### src/rtl/iddmm_pkg.sv
// iddmm_pkg: shared sizes and FSM states for the Montgomery result reader
package iddmm_pkg;
   localparam int K_DEF = 256;
   localparam int N_DEF = 16;
   localparam int ADDR_W_DEF = $clog2(N_DEF);
   typedef enum logic [1:0] {IDLE, DRAIN, FLUSH} state_t;
endpackage

### src/rtl/iddmm_skid_buf2.sv
// iddmm_skid_buf2: 2-entry valid/ready buffer exposing its occupancy
module iddmm_skid_buf2 #(
   parameter int K = 256
) (
   input  logic         clk,
   input  logic         rst_n,
   input  logic         in_valid,
   input  logic [K-1:0] in_data,
   output logic         out_valid,
   input  logic         out_ready,
   output logic [K-1:0] out_data,
   output logic [1:0]   occ
);
   logic [K-1:0] head, tail;
   logic push, pop;
   assign out_valid = occ != 2'd0;
   assign out_data = head;
   assign pop = out_valid && out_ready;
   assign push = in_valid && (occ != 2'd2 || pop);
   always_ff @(posedge clk or negedge rst_n)
      if (!rst_n) begin
         occ <= 2'd0;
         head <= '0;
         tail <= '0;
      end else begin
         occ <= occ + {1'b0, push} - {1'b0, pop};
         if (pop) head <= (occ == 2'd2) ? tail : in_data;
         else if (push && occ == 2'd0) head <= in_data;
         if (push && (occ == 2'd2 || (occ == 2'd1 && !pop))) tail <= in_data;
      end
endmodule

### src/rtl/iddmm_result_rd.sv
// iddmm_result_rd: drains raw/sub result FIFOs in lockstep and streams the
// sign-selected N words LSW-first on a valid/ready interface
module iddmm_result_rd
   import iddmm_pkg::*;
#(
   parameter int K = K_DEF,
   parameter int N = N_DEF,
   parameter int ADDR_W = $clog2(N)
) (
   input  logic              clk,
   input  logic              rst_n,
   input  logic              cal_done,
   input  logic              cal_sign,
   input  logic              fifo_empty_a,
   output logic              fifo_rd_en_a,
   input  logic [K-1:0]      fifo_rd_data_a,
   input  logic              fifo_empty_sub,
   output logic              fifo_rd_en_sub,
   input  logic [K-1:0]      fifo_rd_data_sub,
   output logic              res_valid,
   input  logic              res_ready,
   output logic [K-1:0]      res_data,
   output logic [ADDR_W-1:0] res_idx,
   output logic              res_last,
   output logic              busy,
   output logic              err_ovf
);
   localparam logic [ADDR_W:0] CNT_N = N[ADDR_W:0];
   localparam logic [ADDR_W:0] CNT_ONE = 1;
   state_t state, state_nxt;
   logic sign_cur, pending, pend_sign, rd_vld, pop, xfer;
   logic start, use_pend, start_sign, queue_evt;
   logic [ADDR_W:0] rd_cnt, out_cnt;
   logic [1:0] occ, room;
   // occupancy left after this cycle's transfer, counting the read in flight
   assign room = occ + {1'b0, rd_vld} - {1'b0, xfer};
   assign pop = state == DRAIN && !fifo_empty_a && !fifo_empty_sub && rd_cnt < CNT_N && room < 2'd2;
   assign fifo_rd_en_a = pop;
   assign fifo_rd_en_sub = pop;
   assign xfer = res_valid && res_ready;
   assign res_idx = out_cnt[ADDR_W-1:0];
   assign res_last = res_idx == CNT_N[ADDR_W-1:0] - 1'b1;
   assign busy = state != IDLE || pending;
   assign queue_evt = cal_done && !(start && !use_pend);
   always_comb begin
      state_nxt = state;
      start = 1'b0;
      use_pend = 1'b0;
      start_sign = cal_sign;
      case (state)
         IDLE: if (cal_done) begin
            state_nxt = DRAIN;
            start = 1'b1;
         end
         DRAIN: if (rd_cnt == CNT_N) state_nxt = FLUSH;
         FLUSH: if (out_cnt == CNT_N) begin
            state_nxt = (pending || cal_done) ? DRAIN : IDLE;
            start = pending || cal_done;
            use_pend = pending;
            start_sign = pending ? pend_sign : cal_sign;
         end
         default: state_nxt = IDLE;
      endcase
   end
   always_ff @(posedge clk or negedge rst_n)
      if (!rst_n) begin
         state <= IDLE;
         sign_cur <= 1'b0;
         pending <= 1'b0;
         pend_sign <= 1'b0;
         rd_vld <= 1'b0;
         rd_cnt <= '0;
         out_cnt <= '0;
         err_ovf <= 1'b0;
      end else begin
         state <= state_nxt;
         rd_vld <= pop;
         if (start) begin
            sign_cur <= start_sign;
            rd_cnt <= '0;
            out_cnt <= '0;
         end else begin
            if (pop) rd_cnt <= rd_cnt + CNT_ONE;
            if (xfer) out_cnt <= out_cnt + CNT_ONE;
         end
         if (use_pend) pending <= 1'b0;
         if (queue_evt && pending) err_ovf <= 1'b1;
         if (queue_evt && !pending) begin
            pending <= 1'b1;
            pend_sign <= cal_sign;
         end
      end
   iddmm_skid_buf2 #(.K(K)) u_buf (
      .clk(clk),
      .rst_n(rst_n),
      .in_valid(rd_vld),
      .in_data(sign_cur ? fifo_rd_data_sub : fifo_rd_data_a),
      .out_valid(res_valid),
      .out_ready(res_ready),
      .out_data(res_data),
      .occ(occ)
   );
endmodule

### config.mk
export PLATFORM = sky130hd
export DESIGN_NAME = iddmm_result_rd
export DESIGN_NICKNAME = d
export VERILOG_FILES = /design/src/rtl/iddmm_pkg.sv /design/src/rtl/iddmm_skid_buf2.sv /design/src/rtl/iddmm_result_rd.sv
export SDC_FILE = /design/constraint.sdc
export NUM_CORES = 1
export LEC_CHECK = 0
export CORE_AREA = 2 2 308 310
export DETAILED_ROUTE_END_ITERATION = 6
export DIE_AREA = 0 0 310 312
export PLACE_DENSITY = 0.54
export SLEW_MARGIN = 10
export SYNTH_ARGS = -nofsm -noshare
export SYNTH_HDL_FRONTEND = slang
export SYNTH_SLANG_ARGS = --single-unit
### constraint.sdc
create_clock -name clk -period 2.05 [get_ports clk]
set_input_delay 0.205 -clock clk [delete_from_list [all_inputs] [get_ports clk]]
set_output_delay 0.205 -clock clk [all_outputs]
set_load 0.01 [all_outputs]
== Word-level counts from Yosys, hierarchy flattened ==
Cells that the tools add are included.

* $add $sub $neg: 6
* Multiplexer cells: 23
* Equality and inequality tests: 11
* Order comparisons: 2
* Reductions and logical operators: 32

{| class="wikitable"
|+ Operators by type and width
! operator !! number
|-
| $mux 256 || 4
|-
| $mux 5 || 4
|-
| $logic_and 1x1->1 || 13
|-
| $reduce_bool 2->1 || 6
|-
| $add 5x1->5 const B || 2
|-
| $eq 5x5->1 const B || 2
|-
| $mux 1 || 10
|-
| $logic_not 1->1 || 6
|-
| $mux 2 || 3
|-
| $ne 2x2->1 const B || 3
|-
| $pmux 2 s3 || 1
|-
| $lt 5x5->1 const B || 1
|-
| $add 2x1->2 || 2
|-
| $eq 2x1->1 const B || 2
|-
| $eq 2x2->1 const B || 2
|-
| $eq 4x4->1 const B || 1
|-
| $logic_not 2->1 || 2
|-
| $logic_or 1x1->1 || 4
|-
| $sub 2x1->2 || 2
|-
| $reduce_and 3->1 || 1
|-
| $lt 2x2->1 const B || 1
|-
| $ne 2x1->1 const B || 1
|-
| $pmux 1 s2 || 1
|}

* Word-level logic and storage cells: 85
* Input port bits: 519
* Bits in registers: 531
* Output and inout bits: 266

== Depth between registers and ports, before layout ==
Gate-level depths: netlist (run 1).

* Depth after elaboration: 9
* Gate-level depth with buffers: 10
* Mapped depth without buffers: 6

== Modules after synthesis ==
Synthesis (run 1) repeated with hierarchy kept, for this count alone.

* Cells, all modules: 1,758
* Area, all modules: 27,058.5 um^2

{| class="wikitable"
|+ Modules (own cells, without submodules)
! module !! area an instance (um^2) !! cells each !! times used
|-
| iddmm_skid_buf2 || 23,105.9 || 1,381 || 1
|-
| iddmm_result_rd || 3,952.5 || 377 || 1
|}

== Worst setup path after synthesis (run 1) ==
No wires, ideal clock.

* Kind: reg2out
* Start: register u_buf.occ[1]
* End: output port fifo_rd_en_sub
* Data arrival time: 2.005 ns
* Path slack: -0.160 ns
* Cell stages (with the launch flop): 9
* Cell sequence: dfrtp_1 > o21a_1 > buf_2 > ha_1 > nand2b_1 > xnor2_1 > and2_0 > clkbuf_1 > buf_4

* Longest elaborated chain between the ends: 5

{| class="wikitable"
|+ Ends and longest elaborated chain
! item !! line !! source
|-
| start, declared || iddmm_skid_buf2.sv:12 || <nowiki>output logic [1:0] occ</nowiki>
|-
| start signal, assigned || iddmm_skid_buf2.sv:26 || <nowiki>occ <= occ + {1'b0, push} - {1'b0, pop};</nowiki>
|-
| branches (longest 2 deep; another with $add 2x1->2) || - ||
|-
| $sub 2x1->2 (*) || iddmm_result_rd.sv:36 || <nowiki>assign room = occ + {1'b0, rd_vld} - {1'b0, xfer};</nowiki>
|-
| $lt 2x2->1 (*) || iddmm_result_rd.sv:37 || <nowiki>assign pop = state == DRAIN && !fifo_empty_a && !fifo_empty_sub && rd_cnt < CNT_N && room < 2'd2;</nowiki>
|-
| $logic_and 1x1->1 (*) || iddmm_result_rd.sv:37 ||
|-
| end, declared || iddmm_result_rd.sv:18 || <nowiki>output logic fifo_rd_en_sub,</nowiki>
|}

Every way passes the cells marked *.

== Worst setup path after layout (run 1) ==
Ends and elaborated chain as after synthesis.

==> results.sh, run 1 <==
export IMPL_netlist_area_um2=24200
export IMPL_synth_most_common_cell="dfrtp_1"
export IMPL_ys_ff_latch=531
export IMPL_leakage_nw=15.9
export IMPL_start_kind="flop"
export IMPL_num_rows=112
export IMPL_clock_path_buffers=3
export IMPL_power_mw=52.1
export IMPL_ios=785
export IMPL_setup_violations=2
export IMPL_worstSetupEndpointType="primary output"
export IMPL_synth_main_ff_cell="dfrtp_1"
export IMPL_gp_congestion=0.768
export IMPL_drive_above_1_share_pct=8.21
export IMPL_overflow=0
export IMPL_clock_sinks=531
export IMPL_start_util_pct=26.0
export IMPL_clk_latency_ns=0.61
export IMPL_track_usage_pct=15.8
export IMPL_ant_nets=0
export IMPL_rsz0062_at_grt="yes"
export IMPL_grt_busiest_layer="met2"
export IMPL_met3_usage_pct=3.47
export IMPL_grt_pass1_wl_um=119000
export IMPL_post_drt_via_cell_ratio=4.33
export IMPL_tightest_slew_ns=0.673
export IMPL_cts_buffers=61
export IMPL_critPathBufInv=1
export IMPL_vias=20500
export IMPL_dp_cells=4606
export IMPL_synth_commonest_cells="dfrtp_1, nand2_1, o21ai_0, nor2_1"
export IMPL_synth_top_area_share_pct=54.9
export IMPL_grt_start_max_net_pins=140
export IMPL_switching_share_pct=36.5
export IMPL_ctsHtreeMaxLevel=2
export IMPL_cp_top_family="flip-flops"
export IMPL_yosysUniqueCellTypes=41
export IMPL_drv_cap=0
export IMPL_synth_edf_count=0
export IMPL_comb_power_share_pct=45.2
export IMPL_avgSynthCellArea_um2=9.26
export IMPL_syn2layout_area_growth_pct=50.3
export IMPL_die_area_um2=96700
export IMPL_violations="setup timing"
export IMPL_wl_per_cell_um=16.6
export IMPL_internal_power_mw=33.0
export IMPL_cts_tree="built"
export IMPL_yosys_top_cells_area="dfrtp_1, mux2i_1, nand2_1"
export IMPL_final_util_pct=39.1
export IMPL_dr_pass1_iters=5
export IMPL_yosysSeqAreaShare_pct=54.9
export IMPL_slew_viol_final=0
export IMPL_synth_cells=2613
export IMPL_die_w_um=310
export IMPL_path_clk_slew_ns=0.06
export IMPL_drc=0
export IMPL_vdd_drop_max_mv=0.619
export IMPL_cpPeakStageDelay_ns=0.37
export IMPL_cts_root_buf="clkbuf_16"
export IMPL_dp_hpwl_um=59400
export IMPL_use_met1_pct=19.0
export IMPL_outcome="complete, but fails checks"
export IMPL_power_density_nw_per_um2=1430
export IMPL_crit_slowest_cell="dfrtp_1"
export IMPL_dp_worst_setup_slack_ns=-0.532
export IMPL_fmax_ghz=0.441
export IMPL_skew_ns=0.0202
export IMPL_crit_path_max_fanout=3
export IMPL_p_switching_mw=19.0
export IMPL_yosysWarnings=0
export IMPL_core_area_um2=93000
export IMPL_nets=3948
export IMPL_setup_slack_ns=-0.216
export IMPL_p_seq_share_pct=34.2
export IMPL_period_share_pct=111
export IMPL_fin_cells=4725
export IMPL_relSlewSlack_pct=55.1
export IMPL_io_buffers=784
export IMPL_yosysTopAreaCell="dfrtp_1"
export IMPL_async_reset_ff_share_pct=100
export IMPL_syn_num_nets=3138
export IMPL_wl_um=78400
export IMPL_grt_pass1_vias=20100
export IMPL_p_clk_share_pct=20.6
export IMPL_fin_crit_ns=2.27
export IMPL_grt_antenna_before_repair=1
export IMPL_hold_viol_final=0
export IMPL_crit_chain="o21a_1, ha_4, nand2b_4, xnor2_2, and2_4, buf_6"
export IMPL_hold_path_class="in2async"
export IMPL_cp_arrival_ns=2.06
export IMPL_use_met2_pct=27.9
export IMPL_first_iter_violations=1083
export IMPL_crit_type="reg2out"
export IMPL_required_ns=1.85
export IMPL_die_height_um=312
## worst register-to-register path, cell delays in order (launching register included)
cell     delay [ns]
dfrtp_1        0.37
buf_4          0.16
or3b_1         0.39
a21bo_4        0.27
buf_12         0.19
nand2_1        0.37
o21ai_1        0.08
## power groups by stage
stage	clock [mW]	combinational (mW)	sequential, mW
after global placement	0	23.5	17.8
after detailed placement	0	23.7	18.0
after global routing	11.6	26.1	18.5
final	10.7	23.5	17.8
after CTS	11.2	24.0	17.8
after floorplan	0	11.1	18.8
## layer usage
| metal | share of wire [%] | routed length (µm) | vias to the layer above |
|---|---|---|---|
| met5 | 0 | 0 | - |
| met4 | 2.7 | 2140 | 0 |
| met3 | 6.4 | 5010 | 109 |
| met2 | 50 | 39100 | 513 |
| met1 | 41 | 32100 | 9343 |
| li1 | - | - | 10500 |
## worst paths after layout
kind	start	cells past startpoint	slack, ns	endpoint
hold / removal	rst_n	2	0.09	u_buf.out_data[226]
min in group clk	cal_sign	2	0.25	pend_sign
max in group asynchronous	rst_n	3	1.11	u_buf.tail[244]
setup / recovery	u_buf.occ[1]	6	-0.22	fifo_rd_en_sub
hold reg to reg	u_buf.tail[215]	2	0.47	u_buf.tail[215]
setup reg to reg	u_buf.occ[1]	6	0.08	u_buf.tail[74]
## sequential cells by signal, summed over array words and instances (netlist names)
signal          count
err_ovf             1
out_cnt             5
pend_sign           1
pending             1
rd_cnt              5
rd_vld              1
sign_cur            1
state               2
u_buf.occ           2
u_buf.out_data    256
u_buf.tail        256
## cells by family (layout without fill, tap and decap cells)
group / count (synthesis) / after routing / synth area share, %
flip-flops: 531 / 531 / 54.9
XOR/XNOR: 7 / 7 / 0.253
AND/OR/NAND/NOR: 805 / 805 / 12.8
adder cells (fa/ha/maj): 6 / 6 / 0.310
other: 0 / 1 / 0
buffers and inverters: 218 / 1075 / 4.57
AO/OA/AOI/OAI: 787 / 787 / 16.5
multiplexers: 259 / 259 / 10.7
## through the flow
stage          area, µm²  TNS [ns]  hold slack (ns)
5_1_grt            36300    -0.628           0.0921
4_1_cts            36300    -0.555           0.0520
2_1_floorplan      24200         0          -0.0906
3_3_place_gp       34300    -24.30            0.143
3_5_place_dp       34300    -21.30            0.147
6_report           36300    -0.433           0.0918
## repair_timing
| item | in CTS | in global routing |
|---|---|---|
| setup buffers | 6 | 1 |
| pin swaps | 5 | 5 |
| hold buffers | 1 | 0 |
| setup endpoints to repair | 5 | 8 |
| endpoints found under the hold margin | 244 | 0 |
| resized for setup | 21 | 3 |
## final cells by class
type                       instances  area (µm²)
antenna                            1        2.50
clock buffer                      86        1770
clock inverter                    24         198
fill                            9465       56700
inverter                          11        41.3
multi-input combinational       1864        9870
sequential                       531       13300
tap                             1254        1570
timing repair buffer             954        9610
## cells in the final DEF, fill, tap and decap left out, types with 5 or more instances in the layout
master           instances
clkinv_2                15
buf_4                  131
clkbuf_1                10
inv_1                   10
ha_1                     5
clkbuf_8                15
mux2i_1                258
dfrtp_1                530
nor2_1                 263
clkdlybuf4s50_1        778
o21ai_1                181
a21oi_1                258
nand2_1                521
o21ai_0                336
buf_12                  38
clkbuf_16               61
Power figures use the tool's default switching activity.
==> inputs of run 2 (changes only) <==
--- a/config.mk
+++ b/config.mk
@@ -8,8 +8,9 @@
 export CORE_AREA = 2 2 308 310
 export DETAILED_ROUTE_END_ITERATION = 6
 export DIE_AREA = 0 0 310 312
-export PLACE_DENSITY = 0.54
+export PLACE_DENSITY = 0.57
 export SLEW_MARGIN = 10
 export SYNTH_ARGS = -nofsm -noshare
 export SYNTH_HDL_FRONTEND = slang
+export SYNTH_HIERARCHICAL = 1
 export SYNTH_SLANG_ARGS = --single-unit
==> results.sh, run 2 <==
export IMPL_outcome="complete, but fails checks"
export IMPL_violations="setup timing"
export IMPL_grt_pass1_wl_um=119000
export IMPL_synth_cells=1758
export IMPL_finalSetupTns_ns=-42.25
export IMPL_dp_hpwl_um=61600
export IMPL_dp_cells=3806
export IMPL_clock_sinks=531
export IMPL_synth_main_ff_cell="dfrtp_1"
export IMPL_grt_antenna_before_repair=1
export IMPL_met3_usage_pct=3.36
export IMPL_drc=0
export IMPL_path_clk_slew_ns=0.06
export IMPL_cts_root_buf="clkbuf_16"
export IMPL_async_reset_ff_share_pct=100
export IMPL_cp_arrival_ns=2.13
export IMPL_netlist_area_um2=27100
export IMPL_grt_pass1_vias=19500
export IMPL_dp_worst_setup_slack_ns=-0.212
export IMPL_use_met2_pct=28.6
export IMPL_fin_crit_ns=2.34
export IMPL_ios=785
export IMPL_required_ns=1.85
export IMPL_tightest_slew_ns=0.421
export IMPL_vdd_drop_max_mv=0.624
export IMPL_synth_top_area_share_pct=49.1
export IMPL_syn2layout_area_growth_pct=50.0
export IMPL_clk_latency_ns=0.60
export IMPL_crit_path_max_fanout=3
export IMPL_hold_viol_final=0
export IMPL_wl_um=86000
export IMPL_hold_path_class="in2async"
export IMPL_yosysSeqAreaShare_pct=49.1
export IMPL_crit_type="reg2out"
export IMPL_yosys_top_cells_area="dfrtp_1, mux2_2, mux2_4"
export IMPL_final_cell_mix="clkdlybuf4s50_1, mux2_2, dfrtp_1, mux2_4, clkbuf_16"
export IMPL_leakage_nw=17.6
export IMPL_post_drt_via_cell_ratio=4.51
export IMPL_nets=3189
export IMPL_period_share_pct=114
export IMPL_cts_buffers=59
export IMPL_ys_ff_latch=531
export IMPL_slew_viol_final=0
export IMPL_die_height_um=312
export IMPL_setup_violations=511
export IMPL_first_iter_violations=553
export IMPL_drive_above_1_share_pct=48.0
export IMPL_cpPeakStageDelay_ns=0.40
export IMPL_final_util_pct=43.6
export IMPL_fmax_ghz=0.428
export IMPL_crit_chain="or2_4, and2_4, ha_4, nor2b_4, xnor2_2, nor2_4, buf_6"
export IMPL_cts_tree="built"
export IMPL_dr_pass1_iters=4
export IMPL_start_util_pct=29.1
export IMPL_fin_cells=3965
export IMPL_yosysTopAreaCell="dfrtp_1"
export IMPL_yosysUniqueCellTypes=44
export IMPL_wl_per_cell_um=21.7
export IMPL_relSlewSlack_pct=71.9
export IMPL_final_common_cell="clkdlybuf4s50_1"
export IMPL_yosysWarnings=6
export IMPL_die_area_um2=96700
export IMPL_num_rows=112
export IMPL_worstSetupEndpointType="primary output"
export IMPL_power_density_nw_per_um2=1430
export IMPL_skew_ns=0.0159
export IMPL_synth_commonest_cells="mux2_2, dfrtp_1, mux2_4, mux2_1, buf_6"
export IMPL_start_kind="flop"
export IMPL_synth_edf_count=0
export IMPL_setup_slack_ns=-0.288
export IMPL_ctsHtreeMaxLevel=2
export IMPL_track_usage_pct=16.1
export IMPL_avgSynthCellArea_um2=15.4
export IMPL_use_met1_pct=19.0
export IMPL_synth_most_common_cell="mux2_2"
export IMPL_clock_path_buffers=3
export IMPL_io_buffers=784
export IMPL_vias=17900
export IMPL_grt_start_max_net_pins=74
export IMPL_core_area_um2=93000
export IMPL_drv_cap=0
export IMPL_overflow=0
export IMPL_crit_slowest_cell="dfrtp_2"
export IMPL_gp_congestion=0.785
export IMPL_syn_num_nets=2283
export IMPL_grt_busiest_layer="met2"
export IMPL_die_w_um=310
export IMPL_n_fill_cell=8462
export IMPL_rsz0062_at_grt="yes"
export IMPL_ant_nets=0
[run 2: cell types whose count changed in the layout (fill, tap and decap cells not counted), sizes merged, moves of 5 or more]
cell | previous run | this run
mux2 | 1 | 1027
nor2 | 263 | 9
inv | 15 | 6
clkbuf | 86 | 119
o21ai | 517 | 1
a21oi | 258 | 5
nand2 | 521 | 9
mux2i | 258 | 4
clkinv | 17 | 12
buf | 172 | 154
[run 2: where the power goes]
group | internal, mW | total (mW) | switching, mW
registers | 15.8 | 18.6 | 2.88
clock network | 6.44 | 10.8 | 4.35
logic | 17.8 | 28.6 | 10.8
total | 40.0 | 58.1 | 18.0
[run 2: path summary, 6_finish.rpt]
| check | to | startpoint | slack, ns | cells past startpoint |
|---|---|---|---|---|
| worst min register to register | u_buf/out_data[15] | u_buf/out_data[15] | 0.48 | 1 |
| worst max-delay path | fifo_rd_en_sub | u_buf/occ[1] | -0.29 | 7 |
| min in group clk | pend_sign | cal_sign | 0.27 | 2 |
| worst max register to register | u_buf/out_data[170] | u_buf/occ[0] | -0.17 | 9 |
| worst min-delay path | u_buf/out_data[250] | rst_n | 0.06 | 2 |
| max in group asynchronous | sign_cur | rst_n | 1.12 | 4 |
[run 2: timing repair]
action / CTS / global route
buffers inserted: 4 / 9
hold buffers: 1 / 0
gates cloned: 0 / 38
endpoints found under the hold margin: 278 / 0
gates resized for setup: 19 / 99
pin swaps: 7 / 4
endpoints found under the setup margin: 6 / 143
[run 2: final cells by class]
cell class	instances	area [µm²]	share of cell area [%]
Clock inverter	18	195	0.481
Antenna cell	2	5.00	0.0123
Clock buffer	88	1780	4.38
Tap cell	1254	1570	3.87
Timing Repair Buffer	966	10600	26.2
Multi-Input combinational cell	1100	13100	32.2
Inverter	6	22.5	0.0555
Sequential cell	531	13300	32.7
[run 2: per-layer routing]
| layer | routed length, µm | vias up |
|---|---|---|
| li1 | - | 8194 |
| met1 | 34800 | 9053 |
| met2 | 43800 | 492 |
| met3 | 4570 | 126 |
| met4 | 2750 | 2 |
| met5 | 12 | - |
[run 2: critical path, delay by kind of cell, from the launching register on]
family / cells / cell delay [ns]
and+or+nand+nor: 4 / 0.68
adders and majority gates: 1 / 0.24
DFF: 1 / 0.40
buffers and inverters: 1 / 0.13
xor gates and xnor gates: 1 / 0.10
[run 2: kinds of logic after synthesis]
group | count (synthesis) | synth area share (%)
muxes | 1031 | 45.7
DFF | 531 | 49.1
buffers and inverters | 127 | 3.40
and+or+nand+nor | 39 | 0.832
AOI/OAI and AO/OA | 16 | 0.444
xor gates and xnor gates | 8 | 0.259
adders and majority gates | 6 | 0.277
[run 2: per-stage QoR]
| step | total power [mW] | instance area [µm²] | hold WS [ns] |
|---|---|---|---|
| after floorplan | 34.0 | 27100 | -0.0906 |
| after global placement | 45.5 | 37200 | 0.0953 |
| after detailed placement | 46.1 | 37200 | 0.0958 |
| after CTS | 57.4 | 39200 | 0.0221 |
| after global routing | 61.3 | 40600 | 0.0448 |
| final | 58.1 | 40600 | 0.0582 |
